**config.mk**
```make
export PLATFORM = sky130hd
export DESIGN_NAME = tow_referee
export DESIGN_NICKNAME = d
export VERILOG_FILES = /design/src/rtl/tow_referee.sv
export SDC_FILE = /design/constraint.sdc
export NUM_CORES = 1
export LEC_CHECK = 0
export BUFFER_PORTS_ARGS = -buffer_cell sky130_fd_sc_hd__buf_4
export CORE_ASPECT_RATIO = 0.9
export CORE_MARGIN = 1
export CORE_UTILIZATION = 60
export DETAILED_ROUTE_END_ITERATION = 12
export GPL_TIMING_DRIVEN = 0
export PLACE_DENSITY = 0.81
export RECOVER_POWER = 100
export SLEW_MARGIN = 20
export SYNTH_ARGS = -nofsm -noshare
export SYNTH_HDL_FRONTEND = slang
export SYNTH_SLANG_ARGS = --single-unit
```
**constraint.sdc**
```tcl
create_clock -name clk -period 3.9 [get_ports clk]
set_input_delay 0.975 -clock clk [delete_from_list [all_inputs] [get_ports clk]]
set_output_delay 0.975 -clock clk [all_outputs]
set_load 0.02 [all_outputs]
```
**src/rtl/tow_referee.sv**
```systemverilog
// tow_referee: tug-of-war game referee.
//  Turns player press pulses into rope moves on a shared game tick, tracks the
//  light position, decides round wins and scores, and sequences the match
//  IDLE -> PLAY -> HOLD -> (PLAY | OVER).
//
//  Optional feature: define CPU_PLAYER_EN to let an internal 16-bit LFSR play
//  the right side. In that build the right_press port is ignored.
//
// Ports:
//  clk          system clock
//  reset_n      asynchronous active-low reset
//  start        1-cycle pulse, begins a match (IDLE/OVER only)
//  left_press   1-cycle press pulse, left player
//  right_press  1-cycle press pulse, right player
//  tick_ce      1-cycle enable every TICK_DIV clocks
//  lights       one-hot rope position, all-zero in IDLE
//  left_score   rounds won by left
//  right_score  rounds won by right
//  round_win    {left,right} 1-cycle pulse on a round decision
//  match_over   high in OVER
module tow_referee #(
  parameter int unsigned N_LIGHTS   = 9,
  parameter int unsigned TICK_DIV   = 50000,
  parameter int unsigned WIN_ROUNDS = 7,
  parameter int unsigned HOLD_TICKS = 8
) (
  input  logic                clk,
  input  logic                reset_n,
  input  logic                start,
  input  logic                left_press,
  input  logic                right_press,
  output logic                tick_ce,
  output logic [N_LIGHTS-1:0] lights,
  output logic [3:0]          left_score,
  output logic [3:0]          right_score,
  output logic [1:0]          round_win,
  output logic                match_over
);

  localparam int unsigned POS_W  = $clog2(N_LIGHTS);
  localparam int unsigned CNT_W  = (TICK_DIV > 2) ? $clog2(TICK_DIV) : 1;
  localparam int unsigned HOLD_W = $clog2(HOLD_TICKS + 1);

  localparam logic [POS_W-1:0]  POS_CENTRE = POS_W'(N_LIGHTS / 2);
  localparam logic [POS_W-1:0]  POS_LEFT   = POS_W'(N_LIGHTS - 1);
  localparam logic [POS_W-1:0]  POS_RIGHT  = '0;
  localparam logic [CNT_W-1:0]  CNT_LAST   = CNT_W'(TICK_DIV - 1);
  localparam logic [CNT_W-1:0]  CNT_PRE    = CNT_W'(TICK_DIV - 2);
  localparam logic [HOLD_W-1:0] HOLD_LAST  = HOLD_W'(HOLD_TICKS - 1);
  localparam logic [3:0]        SCORE_MAX  = 4'(WIN_ROUNDS);

  typedef enum logic [1:0] {
    S_IDLE = 2'd0,
    S_PLAY = 2'd1,
    S_HOLD = 2'd2,
    S_OVER = 2'd3
  } state_t;

  state_t            state;
  logic [CNT_W-1:0]  tick_cnt;
  logic [POS_W-1:0]  pos;
  logic [HOLD_W-1:0] hold_cnt;
  logic              lp;
  logic              rp;
  logic              win_left;

  logic              in_play;
  logic              rp_pulse;
  logic              lp_eff;
  logic              rp_eff;
  logic              move_left;
  logic              move_right;
  logic [3:0]        winner_score;

  assign in_play = (state == S_PLAY);

`ifdef CPU_PLAYER_EN
  // LFSR opponent: a press drawn on one tick is pending for the next tick.
  logic [15:0] lfsr;
  logic        cpu_pend;
  logic        unused_right_press;

  assign unused_right_press = right_press;
  assign rp_pulse           = 1'b0;

  always_ff @(posedge clk or negedge reset_n) begin
    if (!reset_n) begin
      lfsr     <= 16'hACE1;
      cpu_pend <= 1'b0;
    end else if (tick_ce) begin
      lfsr     <= {lfsr[0] ^ lfsr[2] ^ lfsr[3] ^ lfsr[5], lfsr[15:1]};
      cpu_pend <= in_play && (lfsr[2:0] == 3'b000);
    end
  end

  assign rp_eff = rp | cpu_pend;
`else
  assign rp_pulse = right_press;
  assign rp_eff   = rp | (rp_pulse & in_play);
`endif

  // A press landing on the tick cycle itself is consumed by that tick.
  assign lp_eff       = lp | (left_press & in_play);
  assign move_left    = lp_eff & ~rp_eff;
  assign move_right   = rp_eff & ~lp_eff;
  assign winner_score = win_left ? left_score : right_score;

  // Free-running tick divider; tick_ce is registered one count early.
  always_ff @(posedge clk or negedge reset_n) begin
    if (!reset_n) begin
      tick_cnt <= '0;
      tick_ce  <= 1'b0;
    end else begin
      tick_cnt <= (tick_cnt == CNT_LAST) ? '0 : tick_cnt + CNT_W'(1);
      tick_ce  <= (tick_cnt == CNT_PRE);
    end
  end

  // Round/match sequencer with registered outputs.
  always_ff @(posedge clk or negedge reset_n) begin
    if (!reset_n) begin
      state       <= S_IDLE;
      pos         <= POS_CENTRE;
      hold_cnt    <= '0;
      lp          <= 1'b0;
      rp          <= 1'b0;
      win_left    <= 1'b0;
      left_score  <= '0;
      right_score <= '0;
      round_win   <= '0;
      match_over  <= 1'b0;
      lights      <= '0;
    end else begin
      round_win <= '0;
      lights    <= (state == S_IDLE) ? '0 : (N_LIGHTS'(1) << pos);

      if (tick_ce) begin
        lp <= 1'b0;
        rp <= 1'b0;
      end else if (in_play) begin
        lp <= lp | left_press;
        rp <= rp | rp_pulse;
      end

      case (state)
        S_IDLE, S_OVER: begin
          if (start) begin
            state       <= S_PLAY;
            pos         <= POS_CENTRE;
            left_score  <= '0;
            right_score <= '0;
            match_over  <= 1'b0;
            lp          <= 1'b0;
            rp          <= 1'b0;
          end
        end

        S_PLAY: begin
          if (tick_ce) begin
            if (move_left) begin
              if (pos == POS_LEFT) begin
                state     <= S_HOLD;
                hold_cnt  <= '0;
                win_left  <= 1'b1;
                round_win <= 2'b10;
                if (left_score < SCORE_MAX) left_score <= left_score + 4'd1;
              end else begin
                pos <= pos + POS_W'(1);
              end
            end else if (move_right) begin
              if (pos == POS_RIGHT) begin
                state     <= S_HOLD;
                hold_cnt  <= '0;
                win_left  <= 1'b0;
                round_win <= 2'b01;
                if (right_score < SCORE_MAX) right_score <= right_score + 4'd1;
              end else begin
                pos <= pos - POS_W'(1);
              end
            end
          end
        end

        S_HOLD: begin
          if (tick_ce) begin
            if (hold_cnt == HOLD_LAST) begin
              if (winner_score == SCORE_MAX) begin
                state      <= S_OVER;
                match_over <= 1'b1;
              end else begin
                state <= S_PLAY;
                pos   <= POS_CENTRE;
                lp    <= 1'b0;
                rp    <= 1'b0;
              end
            end else begin
              hold_cnt <= hold_cnt + HOLD_W'(1);
            end
          end
        end

        default: state <= S_IDLE;
      endcase
    end
  end

endmodule

```
==> impl_metrics.tcl <==
set metrics [dict create \
    placementRows 22 \
    crit_required_ns 4.10 \
    htree_levels 2 \
    cts.sinks 50 \
    dpl.hpwl_um 3350 \
    n_antenna_cell 0 \
    grt_max_degree 51 \
    max_freq_mhz 310 \
    die_height_um 64.5 \
    io_buffer_count 25 \
    finalHoldViolCount 0 \
    crit_path_cell_trace "inv_1 -> ha_1 -> clkbuf_1 -> a21oi_1 -> inv_1 -> ha_1 -> clkbuf_1 -> o21ai_0 -> a21boi_1 -> a21boi_2 -> o21ai_0 -> a32o_1" \
    cp_slowest_stage_delay_ns 0.39 \
    drt-total-wl_um 4770 \
    grt_pass1_vias 1802 \
    cts_made_buffers 5 \
    via_count 1920 \
    power_leakage_nw 1.27 \
    drtIter0Drc 138 \
    overflow 0 \
    p_comb_share_pct 45.7 \
    wire_per_inst_um 14.3 \
    status "finished, violations left" \
    path_delay_family "compound AO/OA/AOI/OAI gates" \
    synth_nets 272 \
    arrival_ns 3.43 \
    min_period_ns 3.22 \
    core_area_mm2 0.00413 \
    crit_fanout 10 \
    power.switching_mw 0.809 \
    cp_num_buf_inv 4 \
    fin_nets 304 \
    viasPerCell 5.75 \
    p_int_mw 1.16 \
    seq_area_frac_synth_pct 48.1 \
    hold_buffers 0 \
    yosys_warnings 0 \
    drc_errors 0 \
    yosysUniqueCellTypes 52 \
    crit_type "reg -> reg" \
    post-route-period-util_pct 82.7 \
    syn_avg_cell_area_um2 10.3 \
    clkPwrFrac_pct 18.7 \
    post_cts_resized 0 \
    clockRootBuffer "clkbuf_8" \
    ctsLongestPathBuffers 2 \
    post-cts-setup-buffers 0 \
    r2r_setup_slack_ns 0.68 \
    synth_edf_count 0 \
    utilization_pct 68.1 \
    p_sw_share_pct 41.1 \
    layout-drive-gt1-share_pct 8.04 \
    end_kind "register" \
    hp-class "reg -> reg" \
    setup-violations-final 0 \
    drv_slew 51 \
    ioPinCount 26 \
    clock_latency_ns 0.31 \
    postPlaceCellArea_mm2 0.00285 \
    start_util_pct 63.1 \
    setup_tns_ns 0 \
    critPathLaunchType "register" \
    seqPwrFrac_pct 35.7 \
    tightest_slew_ns 2.53 \
    fin_area_mm2 0.00281 \
    drtPass1Iterations 4 \
    routabilityCongestion 0.802 \
    ys_ff_latch 50 \
    max-slew-margin-rel_pct -69.0 \
    violations "max-capacitance violations, max-slew violations" \
    crit_slowest_cell "dfrtp_1" \
    synth_ff_type "dfrtp_1" \
    ant_nets 0 \
    cts_tree "yes" \
    max_cap_violations 1 \
    globalRouteTotalUtil_pct 23.2 \
    rsz0062_at_grt "false" \
    antenna_found_initial 0 \
    syn_to_final_growth_pct 7.97 \
    finalPower_mw 1.97 \
    dieWidth_um 71.5 \
    fin_skew_ns 0.00613 \
    clk_pin_slew_worst_paths_ns 0.09 \
    die-area_mm2 0.00461 \
    synthCells 253 \
    grt_first_pass_wirelength_um 8190 \
    peakVddDrop_uv 397 \
    power.density_mw_per_mm2 700 \
    async_reset_ff_share_pct 100 \
    syn_area_mm2 0.00260 \
]
[through the flow]
stage / std cells / hold slack, ns / setup WS [ns]
after floorplan: 253 / 0.458 / 1.22
after global placement: 326 / 0.504 / 0.855
after detailed placement: 326 / 0.508 / 0.774
after CTS: 334 / 0.525 / 1.01
after global routing: 334 / 0.553 / 0.401
final: 334 / 0.525 / 0.676
[flip-flops by register name, indices dropped and copies added, names as in the netlist]
| signal | cells |
|---|---|
| round_win | 2 |
| win_left | 1 |
| hold_cnt | 4 |
| pos | 4 |
| lights | 9 |
| match_over | 1 |
| state | 2 |
| tick_cnt | 16 |
| rp | 1 |
| tick_ce | 1 |
| lp | 1 |
| left_score | 4 |
| right_score | 4 |
[worst paths after layout]
kind,cells past startpoint,startpoint,end
setup / recovery,12,state[1]$_DFFE_PN0P_,hold_cnt[1]$_DFFE_PN0P_
hold / removal,1,tick_cnt[7]$_DFF_PN0_,tick_cnt[7]$_DFF_PN0_
setup reg to reg,12,state[1]$_DFFE_PN0P_,hold_cnt[1]$_DFFE_PN0P_
hold reg to reg,1,tick_cnt[7]$_DFF_PN0_,tick_cnt[7]$_DFF_PN0_
max in group asynchronous,1,reset_n,tick_cnt[4]$_DFF_PN0_
min in group asynchronous,1,reset_n,tick_cnt[11]$_DFF_PN0_
[power groups by stage]
stage                     clock (mW)  sequential [mW]  combinational, mW
after global routing           0.390            0.715               1.02
after global placement             0            0.710              0.912
after detailed placement           0            0.714              0.940
after CTS                      0.373            0.704              0.947
final                          0.368            0.702              0.900
after floorplan                    0            0.764              0.634
[kinds of logic (layout without fill, tap and decap cells)]
kind of cell    after synthesis  in the layout  synth area share, %
compound gates               45             45                 11.6
simple gates                108            108                 24.2
xor+xnor                     14             14                 4.71
mux                           5              5                 2.07
flops                        50             50                 48.1
fa+ha+maj                    14             14                 6.72
buf+inv                      17             50                 2.69
[cells in the final DEF (no fill, tap or decap), drive strengths merged, types with 6 or more instances in the layout]
cell type,count
dfrtp,49
clkbuf,32
nor2,29
nand2,22
ha,14
a21oi,13
nor3,11
inv,9
o21ai,9
xnor2,8
nand4,8
a22o,7
xor2,6
buf,6
[layout make-up]
| type | instances | area, um^2 |
|---|---|---|
| repair buffers | 25 | 105 |
| fillers | 344 | 1320 |
| inverters | 9 | 33.8 |
| plain buffers | 8 | 32.5 |
| well taps | 48 | 60.1 |
| clock inverters | 3 | 45.0 |
| clock buffers | 5 | 68.8 |
| multi-input cells | 186 | 1210 |
| flip-flops and latches | 50 | 1250 |
[per-layer routing]
layer / GRT usage, % / share of wire (%)
met1: 31.5 / 50
met2: 36.3 / 44
met3: 6.22 / 3.8
met4: 7.35 / 1.6
met5: 0 / 0
[synth_stat cells (5+ instances only)]
cell | n | share of area [%]
nand4_1 | 7 | 1.7
xor2_1 | 6 | 2.0
a21oi_1 | 12 | 2.3
dfrtp_1 | 49 | 47
nor3_1 | 9 | 1.7
nand2b_1 | 5 | 1.2
xnor2_1 | 8 | 2.7
o21ai_0 | 9 | 1.7
ha_1 | 14 | 6.7
nor2_1 | 29 | 4.2
and3_1 | 5 | 1.2
nand2_1 | 22 | 3.2
a22o_1 | 7 | 2.4
inv_1 | 9 | 1.3
nor2b_1 | 5 | 1.2
Note: power is estimated with default switching activity, not from simulation.
